--- src/rtl/operand_fetch_stage_pkg.sv ---
// Shared widths, output-state encoding, operand bundle layout and operand
// resolution helper for the operand fetch stage.
package operand_fetch_stage_pkg;

  localparam int XLEN        = 32;
  localparam int REG_ADDR_W  = 5;
  localparam int NUM_REGS    = 32;
  localparam int STALL_CNT_W = 16;
  localparam int OPCODE_W    = 7;
  localparam int FUNCT3_W    = 3;

  typedef enum logic {
    OB_EMPTY = 1'b0,
    OB_FULL  = 1'b1
  } ob_state_e;

  typedef struct packed {
    logic [XLEN-1:0]       rs1_data;
    logic [XLEN-1:0]       rs2_data;
    logic [REG_ADDR_W-1:0] rd_addr;
    logic                  writes_rd;
    logic [OPCODE_W-1:0]   opcode;
    logic [FUNCT3_W-1:0]   funct3;
  } op_bundle_t;

  // x0 reads as zero; a same-cycle writeback beats the register file value.
  function automatic logic [XLEN-1:0] resolve_operand(
    input logic [REG_ADDR_W-1:0] addr,
    input logic                  wb_valid,
    input logic [REG_ADDR_W-1:0] wb_addr,
    input logic [XLEN-1:0]       wb_data,
    input logic [XLEN-1:0]       rf_data
  );
    logic [XLEN-1:0] res;
    if (addr == '0) begin
      res = '0;
    end else if (wb_valid && (wb_addr == addr)) begin
      res = wb_data;
    end else begin
      res = rf_data;
    end
    return res;
  endfunction

endpackage

--- src/rtl/operand_fetch_stage_scoreboard.sv ---
// Pending-write scoreboard: one bit per architectural register, with
// writeback clear, flush clear, accept set and combinational hazard lookup.
module op_scoreboard #(
  parameter int NUM_REGS   = operand_fetch_stage_pkg::NUM_REGS,
  parameter int REG_ADDR_W = operand_fetch_stage_pkg::REG_ADDR_W
) (
  input  logic                  clk,
  input  logic                  rst_n,
  input  logic                  set_en,
  input  logic [REG_ADDR_W-1:0] set_addr,
  input  logic                  clr_en,
  input  logic [REG_ADDR_W-1:0] clr_addr,
  input  logic                  fclr_en,
  input  logic [REG_ADDR_W-1:0] fclr_addr,
  input  logic                  uses_rs1,
  input  logic [REG_ADDR_W-1:0] rs1_addr,
  input  logic                  uses_rs2,
  input  logic [REG_ADDR_W-1:0] rs2_addr,
  input  logic                  writes_rd,
  input  logic [REG_ADDR_W-1:0] rd_addr,
  output logic                  hazard
);

  logic [NUM_REGS-1:0] pend_q;
  logic [NUM_REGS-1:0] pend_d;
  logic                rs1_haz;
  logic                rs2_haz;
  logic                waw_haz;

  // A register being written back this cycle is no longer a hazard.
  function automatic logic busy(
    input logic [NUM_REGS-1:0]   vec,
    input logic [REG_ADDR_W-1:0] addr,
    input logic                  wb_en,
    input logic [REG_ADDR_W-1:0] wb_addr
  );
    return (addr != '0) && vec[addr] && !(wb_en && (wb_addr == addr));
  endfunction

  assign rs1_haz = uses_rs1  && busy(pend_q, rs1_addr, clr_en, clr_addr);
  assign rs2_haz = uses_rs2  && busy(pend_q, rs2_addr, clr_en, clr_addr);
  assign waw_haz = writes_rd && busy(pend_q, rd_addr,  clr_en, clr_addr);
  assign hazard  = rs1_haz || rs2_haz || waw_haz;

  always_comb begin
    pend_d = pend_q;
    if (clr_en) begin
      pend_d[clr_addr] = 1'b0;
    end
    if (fclr_en) begin
      pend_d[fclr_addr] = 1'b0;
    end
    // Set is applied last so it wins over a same-index clear.
    if (set_en) begin
      pend_d[set_addr] = 1'b1;
    end
    pend_d[0] = 1'b0;
  end

  always_ff @(posedge clk or negedge rst_n) begin
    if (!rst_n) begin
      pend_q <= '0;
    end else begin
      pend_q <= pend_d;
    end
  end

endmodule

--- src/rtl/operand_fetch_stage.sv ---
// Operand fetch stage: accepts decoded instructions, reads/bypasses operands,
// tracks pending writes and holds a one-entry operand bundle for execute.
module operand_fetch_stage #(
  parameter int XLEN        = operand_fetch_stage_pkg::XLEN,
  parameter int REG_ADDR_W  = operand_fetch_stage_pkg::REG_ADDR_W,
  parameter int NUM_REGS    = operand_fetch_stage_pkg::NUM_REGS,
  parameter int STALL_CNT_W = operand_fetch_stage_pkg::STALL_CNT_W
) (
  input  logic                   clk,
  input  logic                   rst_n,
  input  logic                   halt,
  input  logic                   flush,
  input  logic                   dec_valid,
  output logic                   dec_ready,
  input  logic [6:0]             dec_opcode,
  input  logic [2:0]             dec_funct3,
  input  logic [REG_ADDR_W-1:0]  dec_rs1_addr,
  input  logic [REG_ADDR_W-1:0]  dec_rs2_addr,
  input  logic [REG_ADDR_W-1:0]  dec_rd_addr,
  input  logic                   dec_uses_rs1,
  input  logic                   dec_uses_rs2,
  input  logic                   dec_writes_rd,
  output logic [REG_ADDR_W-1:0]  rf_rs1_addr,
  output logic [REG_ADDR_W-1:0]  rf_rs2_addr,
  input  logic [XLEN-1:0]        rf_rs1_data,
  input  logic [XLEN-1:0]        rf_rs2_data,
  input  logic                   wb_valid,
  input  logic [REG_ADDR_W-1:0]  wb_rd_addr,
  input  logic [XLEN-1:0]        wb_data,
  output logic                   op_valid,
  input  logic                   op_ready,
  output logic [XLEN-1:0]        op_rs1_data,
  output logic [XLEN-1:0]        op_rs2_data,
  output logic [REG_ADDR_W-1:0]  op_rd_addr,
  output logic                   op_writes_rd,
  output logic [6:0]             op_opcode,
  output logic [2:0]             op_funct3,
  output logic [STALL_CNT_W-1:0] stall_count
);

  import operand_fetch_stage_pkg::*;

  ob_state_e              state_q;
  ob_state_e              state_d;
  op_bundle_t             bundle_q;
  op_bundle_t             bundle_d;
  logic [STALL_CNT_W-1:0] stall_q;
  logic [STALL_CNT_W-1:0] stall_d;
  logic                   hazard;
  logic                   accept;
  logic                   stall_inc;
  logic                   sb_set_en;
  logic                   sb_fclr_en;

  assign rf_rs1_addr = dec_rs1_addr;
  assign rf_rs2_addr = dec_rs2_addr;

  assign op_valid  = (state_q == OB_FULL);
  assign dec_ready = !halt && !flush && !hazard && (!op_valid || op_ready);
  assign accept    = dec_valid && dec_ready;

  assign sb_set_en  = accept && dec_writes_rd && (dec_rd_addr != '0);
  // Dropping a held writer is safe: WAW stalls mean no older write to that rd.
  assign sb_fclr_en = flush && op_valid && bundle_q.writes_rd && (bundle_q.rd_addr != '0);

  op_scoreboard #(
    .NUM_REGS   (NUM_REGS),
    .REG_ADDR_W (REG_ADDR_W)
  ) u_scoreboard (
    .clk       (clk),
    .rst_n     (rst_n),
    .set_en    (sb_set_en),
    .set_addr  (dec_rd_addr),
    .clr_en    (wb_valid),
    .clr_addr  (wb_rd_addr),
    .fclr_en   (sb_fclr_en),
    .fclr_addr (bundle_q.rd_addr),
    .uses_rs1  (dec_uses_rs1),
    .rs1_addr  (dec_rs1_addr),
    .uses_rs2  (dec_uses_rs2),
    .rs2_addr  (dec_rs2_addr),
    .writes_rd (dec_writes_rd),
    .rd_addr   (dec_rd_addr),
    .hazard    (hazard)
  );

  always_comb begin
    state_d  = state_q;
    bundle_d = bundle_q;
    if (flush) begin
      state_d = OB_EMPTY;
    end else begin
      unique case (state_q)
        OB_EMPTY: if (accept) state_d = OB_FULL;
        OB_FULL:  if (!halt && op_ready && !accept) state_d = OB_EMPTY;
        default:  state_d = OB_EMPTY;
      endcase
    end
    if (accept) begin
      bundle_d.rs1_data  = resolve_operand(dec_rs1_addr, wb_valid, wb_rd_addr, wb_data, rf_rs1_data);
      bundle_d.rs2_data  = resolve_operand(dec_rs2_addr, wb_valid, wb_rd_addr, wb_data, rf_rs2_data);
      bundle_d.rd_addr   = dec_rd_addr;
      bundle_d.writes_rd = dec_writes_rd;
      bundle_d.opcode    = dec_opcode;
      bundle_d.funct3    = dec_funct3;
    end
  end

  assign stall_inc = dec_valid && hazard && !halt && !flush;

  always_comb begin
    stall_d = stall_q;
    if (stall_inc && (stall_q != {STALL_CNT_W{1'b1}})) begin
      stall_d = stall_q + {{(STALL_CNT_W-1){1'b0}}, 1'b1};
    end
  end

  always_ff @(posedge clk or negedge rst_n) begin
    if (!rst_n) begin
      state_q  <= OB_EMPTY;
      bundle_q <= '0;
      stall_q  <= '0;
    end else begin
      state_q  <= state_d;
      bundle_q <= bundle_d;
      stall_q  <= stall_d;
    end
  end

  assign op_rs1_data  = bundle_q.rs1_data;
  assign op_rs2_data  = bundle_q.rs2_data;
  assign op_rd_addr   = bundle_q.rd_addr;
  assign op_writes_rd = bundle_q.writes_rd;
  assign op_opcode    = bundle_q.opcode;
  assign op_funct3    = bundle_q.funct3;
  assign stall_count  = stall_q;

endmodule

--- config.mk ---
export PLATFORM = sky130hd
export DESIGN_NAME = operand_fetch_stage
export DESIGN_NICKNAME = d
export VERILOG_FILES = /design/src/rtl/operand_fetch_stage_pkg.sv /design/src/rtl/operand_fetch_stage_scoreboard.sv /design/src/rtl/operand_fetch_stage.sv
export SDC_FILE = /design/constraint.sdc
export NUM_CORES = 1
export LEC_CHECK = 0
export ABC_AREA = 1
export CAP_MARGIN = 20
export CELL_PAD_IN_SITES_DETAIL_PLACEMENT = 1
export CELL_PAD_IN_SITES_GLOBAL_PLACEMENT = 1
export CORE_AREA = 2 2 145 203
export CTS_CLUSTER_DIAMETER = 60
export DETAILED_ROUTE_END_ITERATION = 8
export DIE_AREA = 0 0 147 205
export GPL_ROUTABILITY_DRIVEN = 1
export HOLD_SLACK_MARGIN = 0.05
export PLACE_DENSITY_LB_ADDON = 0.2
export SLEW_MARGIN = 20
export SYNTH_ARGS = -nofsm -noshare
export SYNTH_HDL_FRONTEND = slang
export SYNTH_SLANG_ARGS = --single-unit
--- constraint.sdc ---
create_clock -name clk -period 3.3 [get_ports clk]
set_input_delay 0.99 -clock clk [delete_from_list [all_inputs] [get_ports clk]]
set_output_delay 0.99 -clock clk [all_outputs]
set_load 0.02 [all_outputs]
# Word-level counts from Yosys, hierarchy flattened
# Index checks and enable logic that the tools add are counted.
[classes] magnitude_cmp=8 muxes=23 n_addsub=1 n_bitwise=6 n_reduce_logical=47 eq_ne=4
[ops] operator="32-bit 2-to-1 mux" count=7
[ops] operator="32-bit AND" count=2
[ops] operator="32-bit inverter" count=2
[ops] operator="32-bit OR" count=1
[ops] operator="1-bit logical AND" count=30
[ops] operator="5-bit by 6-bit < comparator with 1-bit output, second input constant" count=5
[ops] operator="5-bit nonzero test" count=4
[ops] operator="16-bit by 1-bit adder with 16-bit output, second input constant" count=1
[ops] operator="16-bit inequality test, second input constant" count=1
[ops] operator="1-bit binary-select mux with 5-bit select" count=3
[ops] operator="1-bit demux with 5-bit select" count=3
[ops] operator="5-bit == test" count=3
[ops] operator="5-bit by 1-bit >= comparator with 1-bit output, second input constant" count=3
[ops] operator="5-bit zero test" count=2
[ops] operator="1-bit 2-to-1 mux" count=9
[ops] operator="1-bit zero test" count=8
[ops] operator="1-bit logical OR" count=3
[ops] operator="1-bit one-hot mux with 2 select lines" count=1
[ops] operator="1-bit inverter" count=1
[word_totals] in_bits=136 output_inout_bits=108 wordCells=98 regBits=128

# Depth between registers and ports, before layout
# Gate-level depths: netlist (run 1).
[depth] depth_word=16 mapped_depth=17 mapped_depth_nobuf=15

# Hierarchy
# A second synthesis (run 1) with hierarchy kept.
[unflattened] hier_cells=1257 hier_area_um2=8479.4
[by_module_without_submodules] module="operand_fetch_stage" cells_each=804 area_each_um2=5634.2 seq_area_each_um2=2427.3 instances=1
[by_module_without_submodules] module="op_scoreboard" cells_each=453 area_each_um2=2845.2 seq_area_each_um2=775.7 instances=1

# Worst setup path before layout (run 1)
# Ideal clock, no wire load.
[synth_path] path_kind="input to output" start="input dec_rd_addr[3]" end="output dec_ready" t_required_ps=2310 setup_slack_ps=-18 path_buffers=2 arrival_ps=2328 cell_stages=11 path_cell_list="clkbuf_1 > nor3_1 > inv_1 > o21ai_1 > inv_2 > nand2_1 > clkinv_1 > nand2_1 > nand3_2 > nor2_4 > buf_2"
[synth_via] elab_chain_len=9 elab_cells_between_ends=13 cone_classes="eq/ne (1); mux (2); reduce/logical (10)"
[synth_lines] item="from (decl)" line_no="operand_fetch_stage.sv:19" source="input logic [REG_ADDR_W-1:0] dec_rd_addr,"
[synth_lines] item="1-bit binary-select mux with 5-bit select or 5-bit == test (tied branches)" line_no="operand_fetch_stage_scoreboard.sv:37" source="return (addr != '0) && vec[addr] && !(wb_en && (wb_addr == addr));"
[synth_lines] item="1-bit 2-to-1 mux (not written as such) or 1-bit logical AND (tied branches)" line_no="operand_fetch_stage_scoreboard.sv:37"
[synth_lines] item="1-bit logical AND or 1-bit zero test (tied branches)" line_no="operand_fetch_stage_scoreboard.sv:37"
[synth_lines] item="1-bit logical AND (*)" line_no="operand_fetch_stage_scoreboard.sv:37"
[synth_lines] item="1-bit logical AND (*)" line_no="operand_fetch_stage_scoreboard.sv:42" source="assign waw_haz = writes_rd && busy(pend_q, rd_addr, clr_en, clr_addr);"
[synth_lines] item="1-bit logical OR (*)" line_no="operand_fetch_stage_scoreboard.sv:43" source="assign hazard = rs1_haz || rs2_haz || waw_haz;"
[synth_lines] item="1-bit zero test (*)" line_no="operand_fetch_stage.sv:59" source="assign dec_ready = !halt && !flush && !hazard && (!op_valid || op_ready);"
[synth_lines] item="1-bit logical AND (*) (2 in a row)" line_no="operand_fetch_stage.sv:59"
[synth_lines] item="to (decl)" line_no="operand_fetch_stage.sv:14" source="output logic dec_ready,"
# Every way passes the cells marked *; elsewhere a longest branch is shown, timed or not. The select of a mux whose other input is x is not followed.

# Final worst setup path (run 1)
[layout_path] start="input dec_rs1_addr[0]" end="output dec_ready"
[layout_via] elab_chain_len=10 elab_cells_between_ends=14 cone_classes="eq/ne (1); mux (2); reduce/logical (11)"
[layout_lines] item="from (decl)" line_no="operand_fetch_stage.sv:17" source="input logic [REG_ADDR_W-1:0] dec_rs1_addr,"
[layout_lines] item="1-bit binary-select mux with 5-bit select or 5-bit == test (tied branches)" line_no="operand_fetch_stage_scoreboard.sv:37"
[layout_lines] item="1-bit 2-to-1 mux (not written as such) or 1-bit logical AND (tied branches)" line_no="operand_fetch_stage_scoreboard.sv:37"
[layout_lines] item="1-bit logical AND or 1-bit zero test (tied branches)" line_no="operand_fetch_stage_scoreboard.sv:37"
[layout_lines] item="1-bit logical AND (*)" line_no="operand_fetch_stage_scoreboard.sv:37"
[layout_lines] item="1-bit logical AND (*)" line_no="operand_fetch_stage_scoreboard.sv:40" source="assign rs1_haz = uses_rs1 && busy(pend_q, rs1_addr, clr_en, clr_addr);"
[layout_lines] item="1-bit logical OR (*) (2 in a row)" line_no="operand_fetch_stage_scoreboard.sv:43"
[layout_lines] item="1-bit zero test (*)" line_no="operand_fetch_stage.sv:59"
[layout_lines] item="1-bit logical AND (*) (2 in a row)" line_no="operand_fetch_stage.sv:59"
# Marks and branches as above.

==> impl_metrics.ini, run 1 <==
[status]
status = finished clean

[yosys]
syn-cell-area_um2 = 8390
ys_ff_latch = 128
yosysTopAreaCellShare_pct = 38.2
yosysWarnings = 0
netlist_instances = 1275
yosys-top-cells-area = dfrtp_1 38%, nand2_1 19%, nand3_1 11%, nand4_1 5.0%, o21ai_0 4.5%
synth_nets = 1412
synth_commonest_cells = 434 x nand2_1, 182 x nand3_1, 128 x dfrtp_1
synth_most_common_cell = nand2_1
yosysSeqAreaShare_pct = 38.2
avgSynthCellArea_um2 = 6.58
ys_async_sr_fraction_pct = 100
ys.flop_type = dfrtp_1
yosysTopAreaCell = dfrtp_1
ys_types = 30
synth-edff-count = 0

[timing]
tightest_slew_ns = 0.661
setup_slack_ns = 0.0265
finClkSkew_ns = 0.00978
drv_slew = 0
finalCritPeriodShare_pct = 99.2
relSlewSlack_pct = 55.9
clock.fmax_mhz = 305
whs_ns = 0.470
hold_violations = 0
finalSetupViolCount = 0
fin_tns_setup_ns = 0
fin_crit_ns = 3.27

[clock_tree]
tritoncts = built
ctsHoldBuffers = 0
numCtsBuffers = 17
worstSkewPairLatency_ns = 0.43
cts_root_buffer = clkbuf_16
cts.path.max_buffers = 2
cts.clk_slew.worst_paths_ns = 0.06
cts_htree_levels = 4
cts_sinks = 128

[power]
seqPwrFrac_pct = 33.0
switching_power_mw = 2.71
powerDensity_nw_per_um2 = 555
irDropWorstVdd_v = 0.000378
power.share.clock_pct = 27.3
switching_share_pct = 37.8
power.leakage_nw = 6.23
comb_power_share_pct = 39.7
p_int_mw = 4.46
power_mw = 7.16

[place]
place_ws_ns = -1.09
place_congestion = 0.945
dp.cells = 1901
portBuffers = 243
dpl-instance-area_um2 = 11700
dpl.hpwl_um = 28800

[route]
wirelength_um = 39600
viasPerCell = 5.10
firstDrtPassIters = 4
num_vias = 10000
drc = 0
wl_per_cell_um = 20.1
ant_nets = 0
drt_iter0_markers = 460

[cells_and_area]
final_cells = 1969
final_nets = 1718
syn2layout_area_growth_pct = 53.8
final_area_um2 = 12900
postLayoutCoreUtil_pct = 45.6
drive_gt1_share_pct = 16.4

[hold_path]
min_path_type = flop to flop

[floorplanning]
rows = 73
die_y_um = 205
io_pins = 244
initial_core_util_pct = 29.6
core_area_um2 = 28300
die_area_um2 = 30100
die_w_um = 147

[global_routing]
track_usage_pct = 26.5
grt_overflow = 0
grt_start_max_net_pins = 74
antenna_found_initial = 1
grt_pass1_vias = 10800
grt_pass1_wl_um = 61700

[worst_setup_path]
setup.worst_path.class = input pin to output pin
crit_fanout = 8
cp-end-kind = output pin
start_kind = input pin
required_ns = 2.31
worstPathArrival_ns = 2.28

[flow_run]
drv_cap = 0
==> final cells by class <==
| type | count | area, µm² |
|---|---|---|
| clock buffer | 18 | 439 |
| tap | 375 | 469 |
| antenna | 1 | 2.50 |
| fill | 3588 | 15400 |
| multi-input combinational | 959 | 4560 |
| sequential | 128 | 3200 |
| clock inverter | 13 | 164 |
| timing repair buffer | 381 | 3680 |
| inverter | 94 | 382 |
==> timing repair <==
action,in CTS,in global routing
endpoints found under the hold margin,0,0
gates cloned,4,0
endpoints found under the setup margin,98,82
pin swaps,22,21
setup buffers,32,4
resized for setup,143,63
==> state kept, by name, summed over array words and instances, names as in the netlist <==
signal and cells:
op_writes_rd 1, op_valid 1, op_opcode 7, op_funct3 3
op_rd_addr 5, op_rs2_data 32, op_rs1_data 32, stall_count 16
u_scoreboard.pend_q 31
==> critical path, cell delays in order <==
cell and delay, ns:
buf_6 0.12, buf_6 0.13, o211ai_1 0.21, nand3_1 0.18
nand3_2 0.13, nand2_1 0.06, nand3_1 0.08, nand3_2 0.10
nor2_4 0.12, buf_6 0.13
==> final timing paths <==
kind / from / end / slack [ns] / depth (start not counted)
worst max-delay path: dec_rs1_addr[0] / dec_ready / 0.03 / 10
worst min-delay path: op_rs1_data[30] / op_rs1_data[30] / 0.47 / 2
worst max register to register: u_scoreboard.pend_q[2] / op_rs2_data[6] / 0.51 / 18
worst min register to register: op_rs1_data[30] / op_rs1_data[30] / 0.47 / 2
max in group asynchronous: rst_n / op_funct3[2] / 2.04 / 2
min in group asynchronous: rst_n / op_rs2_data[14] / 0.51 / 1
==> power groups by stage <==
stage               registers, mW  logic (mW)  clock network (mW)
floorplan                    2.73       0.912                   0
global placement             2.37        2.72                   0
detailed placement           2.38        2.75                   0
CTS                          2.36        2.84                2.00
global route                 2.42        3.11                2.05
finish                       2.37        2.84                1.95
==> metal layers <==
layer / wire, µm / up-vias / track usage (%)
met5: 0 / - / 0
met2: 19800 / 313 / 47.5
li1: - / 4812 / -
met1: 15300 / 4836 / 29.0
met4: 1850 / 0 / 12.4
met3: 2720 / 87 / 7.46
==> cells by family (layout without fill, tap and decap cells) <==
logic type / count (synthesis) / in the layout / synth area share [%]
and+or+nand+nor: 786 / 786 / 40.7
other: 0 / 1 / 0
DFF: 128 / 128 / 38.2
adders and majority gates: 1 / 1 / 0.149
xor gates and xnor gates: 13 / 13 / 1.36
AOI/OAI and AO/OA: 159 / 159 / 9.89
buffers and inverters: 188 / 506 / 9.69
==> layout by cell type (no fill, tap or decap), types with 6 or more instances in the layout <==
| cell type | Yosys | final |
|---|---|---|
| clkdlybuf4s50_1 | 0 | 218 |
| nand2_1 | 434 | 421 |
| clkbuf_16 | 0 | 17 |
| inv_2 | 8 | 11 |
| nor3_1 | 25 | 19 |
| a21oi_1 | 68 | 65 |
| nor2_1 | 69 | 60 |
| o21ai_0 | 75 | 66 |
| buf_4 | 18 | 113 |
| buf_2 | 26 | 13 |
| inv_1 | 85 | 75 |
| nand4_1 | 67 | 67 |
| nand2_2 | 1 | 12 |
| nand3_1 | 182 | 171 |
| buf_12 | 0 | 12 |
| dfrtp_1 | 128 | 128 |
| nand3_2 | 1 | 12 |
| inv_4 | 0 | 6 |
| xor2_1 | 10 | 10 |
| buf_6 | 1 | 14 |
| nor2_2 | 2 | 8 |
| o21ai_1 | 3 | 10 |
No activity file was read; power rests on OpenSTA's default activity.
==> inputs of run 2 (changes only) <==
CAP_MARGIN = 10   (was 20)
CORE_AREA = 2 2 163 181   (was 2 2 145 203)
DIE_AREA = 0 0 165 183   (was 0 0 147 205)
==> run 2 against run 1 <==
Sequential share of layout area grew 1.0 points. Clock-buffer cell count grew 1. Power shrank 4.9%. Critical path type unchanged. Final area shrank 4.0%. Fmax is essentially flat. Sequential power is essentially flat. Largest cell class unchanged. Register-to-register slack is essentially flat. Routed wire length shrank 5.2%. Largest power group unchanged.
==> impl_metrics.ini, run 2 (synthesized netlist as in run 1, its figures left out) <==
[status]
status = finished clean

[flow_run]
drv_cap = 0

[floorplanning]
die_w_um = 165
die_area_um2 = 30200
initial_core_util_pct = 29.6
rows = 65
io_pins = 244
core_area_um2 = 28400
die_y_um = 183

[place]
dpl.hpwl_um = 27100
place_congestion = 0.943
portBuffers = 243

[power]
powerDensity_nw_per_um2 = 550
irDropWorstVdd_v = 0.000296
power.leakage_nw = 5.95

[timing]
rsz0062_at_grt = yes
fin_tns_setup_ns = 0
hold_violations = 0
clock.fmax_mhz = 306
finalSetupViolCount = 0
whs_ns = 0.468
fin_crit_ns = 3.27
tightest_slew_ns = 0.706
finClkSkew_ns = 0.0114
drv_slew = 0
finalCritPeriodShare_pct = 99.2
relSlewSlack_pct = 52.9

[cells_and_area]
multi_input_area_um2 = 4490
syn2layout_area_growth_pct = 47.7
fill_cells = 3604
regArea_um2 = 3200
final_common_cell = nand2_1
postLayoutCoreUtil_pct = 43.7
final_nets = 1684
drive_gt1_share_pct = 13.5
final_cell_mix = 423 x nand2_1, 219 x clkdlybuf4s50_1, 178 x nand3_1, 128 x dfrtp_1, 83 x buf_4

[route]
ant_nets = 0
wl_per_cell_um = 19.5
firstDrtPassIters = 4
viasPerCell = 5.20
wirelength_um = 37500
drt_iter0_markers = 547
num_vias = 10000
drc = 0

[clock_tree]
cts.clk_slew.worst_paths_ns = 0.06
cts.path.max_buffers = 2
cts_sinks = 128
numCtsBuffers = 17
tritoncts = built
ctsHoldBuffers = 0
cts_htree_levels = 4
worstSkewPairLatency_ns = 0.43
cts_root_buffer = clkbuf_16

[worst_setup_path]
required_ns = 2.31
worstPathArrival_ns = 2.28
rrSetupSlack_ns = 0.52
cp-end-kind = output pin
setup.worst_path.class = input pin to output pin
start_kind = input pin
crit_fanout = 7

[global_routing]
grt_pass1_wl_um = 58400
track_usage_pct = 25.2
grt_start_max_net_pins = 75
antenna_found_initial = 2
grt_pass1_vias = 10400
grt_overflow = 0

[hold_path]
min_path_type = flop to flop
[run 2: worst max-delay path: stages]
cell and delay (ns):
buf_12 0.13, buf_12 0.14, nand2_2 0.05, o21ai_1 0.06
nand2_1 0.07, nand2_1 0.07, nand2_1 0.07, nand2_1 0.05
nor2_1 0.12, nand2_1 0.07, nand2_1 0.07, nand3_2 0.10
nor2_4 0.15, buf_6 0.14
[run 2: final cells by class]
cell class	instances	area share (%)
Timing Repair Buffer	347	27.1
Tap cell	368	3.72
Sequential cell	128	25.9
Multi-Input combinational cell	959	36.2
Clock buffer	19	3.57
Antenna cell	1	0.0202
Inverter	94	2.99
Clock inverter	11	0.555
[run 2: worst paths after layout]
path,startpoint,endpoint,cells past startpoint
min,op_rs1_data[22],op_rs1_data[22],2
max in group asynchronous,rst_n,stall_count[14],2
min reg2reg,op_rs1_data[22],op_rs1_data[22],2
min in group asynchronous,rst_n,op_rs2_data[15],1
max,dec_rd_addr[0],dec_ready,14
max reg2reg,u_scoreboard.pend_q[24],op_rs2_data[17],18
[run 2: where the power goes]
group | internal [mW] | switching (mW)
Sequential | 2.01 | 0.330
Combinational | 1.20 | 1.58
Clock | 0.962 | 0.729
[run 2: metrics by stage]
| step | cells | total power, mW | setup slack, ns | area (µm²) |
|---|---|---|---|---|
| 2_1_floorplan | 1275 | 3.64 | 0.0298 | 8390 |
| 3_3_place_gp | 1884 | 5.05 | -1.01 | 11600 |
| 3_5_place_dp | 1884 | 5.09 | -1.06 | 11600 |
| 4_1_cts | 1926 | 6.86 | 0.00309 | 12300 |
| 5_1_grt | 1927 | 7.23 | -0.0676 | 12400 |
| 6_report | 1927 | 6.81 | 0.0269 | 12400 |
[run 2: what timing repair did]
item,in CTS,in global routing
buffers inserted,9,0
resized for setup,125,40
cloned,3,0
endpoints found under the setup margin,94,90
pin swaps,19,21
endpoints found under the hold margin,0,0
[run 2: metal layers]
metal	part of all wire, %	vias up	global-route usage [%]
met4	4.1	0	10.5
li1	-	4745	-
met5	0	-	0
met3	7.1	77	6.92
met1	41	4899	31.1
met2	48	307	41.5
==> inputs of run 3 (changes only) <==
MAX_ROUTING_LAYER = met4   (was unset)
PLACE_DENSITY = 0.76   (was unset)
PLACE_DENSITY_LB_ADDON = unset   (was 0.2)
SLEW_MARGIN = 25   (was 20)
==> run 3 against run 2 <==
Final area grew 2.2%. Sequential power is essentially flat. Clock skew shrank 0.0013 ns. Worst setup slack lost 0.067 ns. Sequential share of layout area shrank 0.55 points. Global-route usage grew 1.6 points. Register-to-register slack gained 0.07 ns. Via count grew 2.6%. The run now ends with setup timing left. Critical endpoint unchanged. Non-clock buffer count grew 8. Highest routed layer unchanged. Sequential cell count is the same. Cell count grew 0.47%.
==> impl_metrics.ini, run 3 (synthesized netlist as in run 1, its figures left out) <==
[floorplanning]
io_pins = 244
die_area_um2 = 30200
initial_core_util_pct = 29.6
die_y_um = 183
rows = 65
die_w_um = 165
core_area_um2 = 28400

[power]
switching_share_pct = 37.2
power.share.clock_pct = 29.8
power.leakage_nw = 6.08
comb_power_share_pct = 38.6
seqPwrFrac_pct = 31.6
p_int_mw = 4.63
powerDensity_nw_per_um2 = 582
switching_power_mw = 2.74
power_mw = 7.37
irDropWorstVdd_v = 0.000329

[global_routing]
track_usage_pct = 26.8
antenna_found_initial = 0
grt_start_max_net_pins = 73
grt_pass1_vias = 10800
grt_pass1_wl_um = 60200
grt_overflow = 0

[route]
ant_nets = 0
drc = 0
wirelength_um = 39300
wl_per_cell_um = 20.3
drt_iter0_markers = 545
firstDrtPassIters = 5
viasPerCell = 5.31
num_vias = 10300

[worst_setup_path]
path_buf_inv = 4
rrSetupSlack_ns = 0.59
slowest_stage = bufbuf_16
worstPathArrival_ns = 2.35
critical_path.cell_chain = buf_6, inv_4, bufbuf_16, nand2_2, nand3_2, nand2_1, a21oi_1, nor2_2, nand2_1, nand3_2, nand3_2, nor2_4, buf_6
crit_fanout = 6
slowest_delay_ns = 0.26
r2r-end = u_scoreboard.pend_q[10]
setup.worst_path.class = input pin to output pin
r2r_cells = 15
critPathTopFamily = buffers and inverters
rr_startpoint = u_scoreboard.pend_q[16]
start_kind = input pin
crit_path_frequent_cell = nand3_2
required_ns = 2.31
cp-end-kind = output pin

[status]
status = finished with violations
violations = setup timing

[hold_path]
whs_endpoint = op_rs1_data[12]
min_path_cells = 2
min_path_type = flop to flop
hp-start = op_rs1_data[12]

[timing]
setup_slack_ns = -0.0404
drv_slew = 0
rsz0062_at_grt = yes
fin_tns_setup_ns = -0.0404
clock.fmax_mhz = 299
finalCritPeriodShare_pct = 101
tightest_slew_ns = 0.713
finClkSkew_ns = 0.0101
finalSetupViolCount = 1
hold_violations = 0
fin_crit_ns = 3.34
relSlewSlack_pct = 52.5

[clock_tree]
numCtsBuffers = 17
cts_root_buffer = clkbuf_16
cts_htree_levels = 4
cts.path.max_buffers = 2
worstSkewPairLatency_ns = 0.43
ctsHoldBuffers = 0
tritoncts = built
cts.clk_slew.worst_paths_ns = 0.06
cts_sinks = 128

[place]
dp.cells = 1886
portBuffers = 243
place_congestion = 0.940
dpl.hpwl_um = 27500
dpl-instance-area_um2 = 11600

[cells_and_area]
final_cells = 1936
final_cell_mix = 422 x nand2_1, 219 x clkdlybuf4s50_1, 177 x nand3_1, 128 x dfrtp_1, 91 x buf_4
final_area_um2 = 12700
antenna_cells = 0
final_nets = 1692
drive_gt1_share_pct = 13.8
syn2layout_area_growth_pct = 50.9
final_common_cell = nand2_1

[flow_run]
drv_cap = 0
-- run 3: cell count changes in the layout (fill, tap and decap cells not counted), moves of 2 or more --
cell             previous run  this run
clkbuf_8                    1         3
bufinv_16                   0         5
buf_4                      83        91
buf_2                      14         5
nor3_1                     19        21
clkdlybuf4s15_2             1         7
clkinv_2                    6         1
o21ai_0                    68        72
dlygate4sd2_1               2         4
o21ai_1                     8         4
inv_1                      74        76
-- run 3: area by class of cell --
cell class	count	area, µm²
timing repair buffer	355	3480
fill	3608	15700
multi-input combinational	959	4490
clock buffer	20	467
clock inverter	12	204
tap	368	460
sequential	128	3200
inverter	94	363
-- run 3: what timing repair did --
action                     in CTS  in global routing
cloned                          5                  1
setup endpoints to repair      90                  1
pin swaps                      21                 23
hold endpoints to repair        0                  0
setup buffers                  11                  1
resized for setup             113                 27
-- run 3: power by group through the flow --
stage	registers [mW]	clock network (mW)	logic, mW
4_1_cts	2.32	2.24	2.82
3_3_place_gp	2.33	0	2.71
5_1_grt	2.39	2.31	3.08
3_5_place_dp	2.34	0	2.76
6_report	2.33	2.19	2.85
2_1_floorplan	2.73	0	0.912
-- run 3: metrics by stage --
stage / setup slack, ns / util (%) / hold WS [ns]
global placement: -0.943 / 40.9 / 0.453
detailed placement: -0.959 / 40.9 / 0.459
CTS: 0.00277 / 44.2 / 0.473
global route: -0.101 / 44.6 / 0.495
floorplan: 0.0298 / - / 0.524
finish: -0.0404 / 44.6 / 0.470
-- run 3: worst max path at each step --
stage	startpoint	cells past startpoint	end	slack, ns
2_1_floorplan	dec_rd_addr[3]	11	dec_ready	0.03
3_3_place_gp	dec_rd_addr[3]	12	dec_ready	-0.94
6_report	dec_rs2_addr[0]	13	dec_ready	-0.04
3_5_place_dp	dec_rd_addr[2]	13	dec_ready	-0.96
4_1_cts	dec_rd_addr[0]	14	dec_ready	0.003
5_1_grt	dec_rd_addr[2]	11	dec_ready	-0.10
-- run 3: layer usage --
layer	track usage, %	wire length [µm]
met2	44.1	18900
met1	31.3	15900
met3	6.51	2950
met5	-	0
met4	11.1	1510
-- run 3: worst reg2reg max path, cell delays in order (launching register included) --
cell and delay [ns]:
dfrtp_1 0.36, inv_1 0.19, o21ai_2 0.08, nand2_1 0.09, nand2_2 0.07, nand2_2 0.07
nand2_1 0.06, nor2_1 0.10, nand2_1 0.09, nand2_2 0.10, nand3_2 0.11, nor2_4 0.13
buf_4 0.45, buf_12 0.42, nand4_1 0.18, nand2_1 0.14
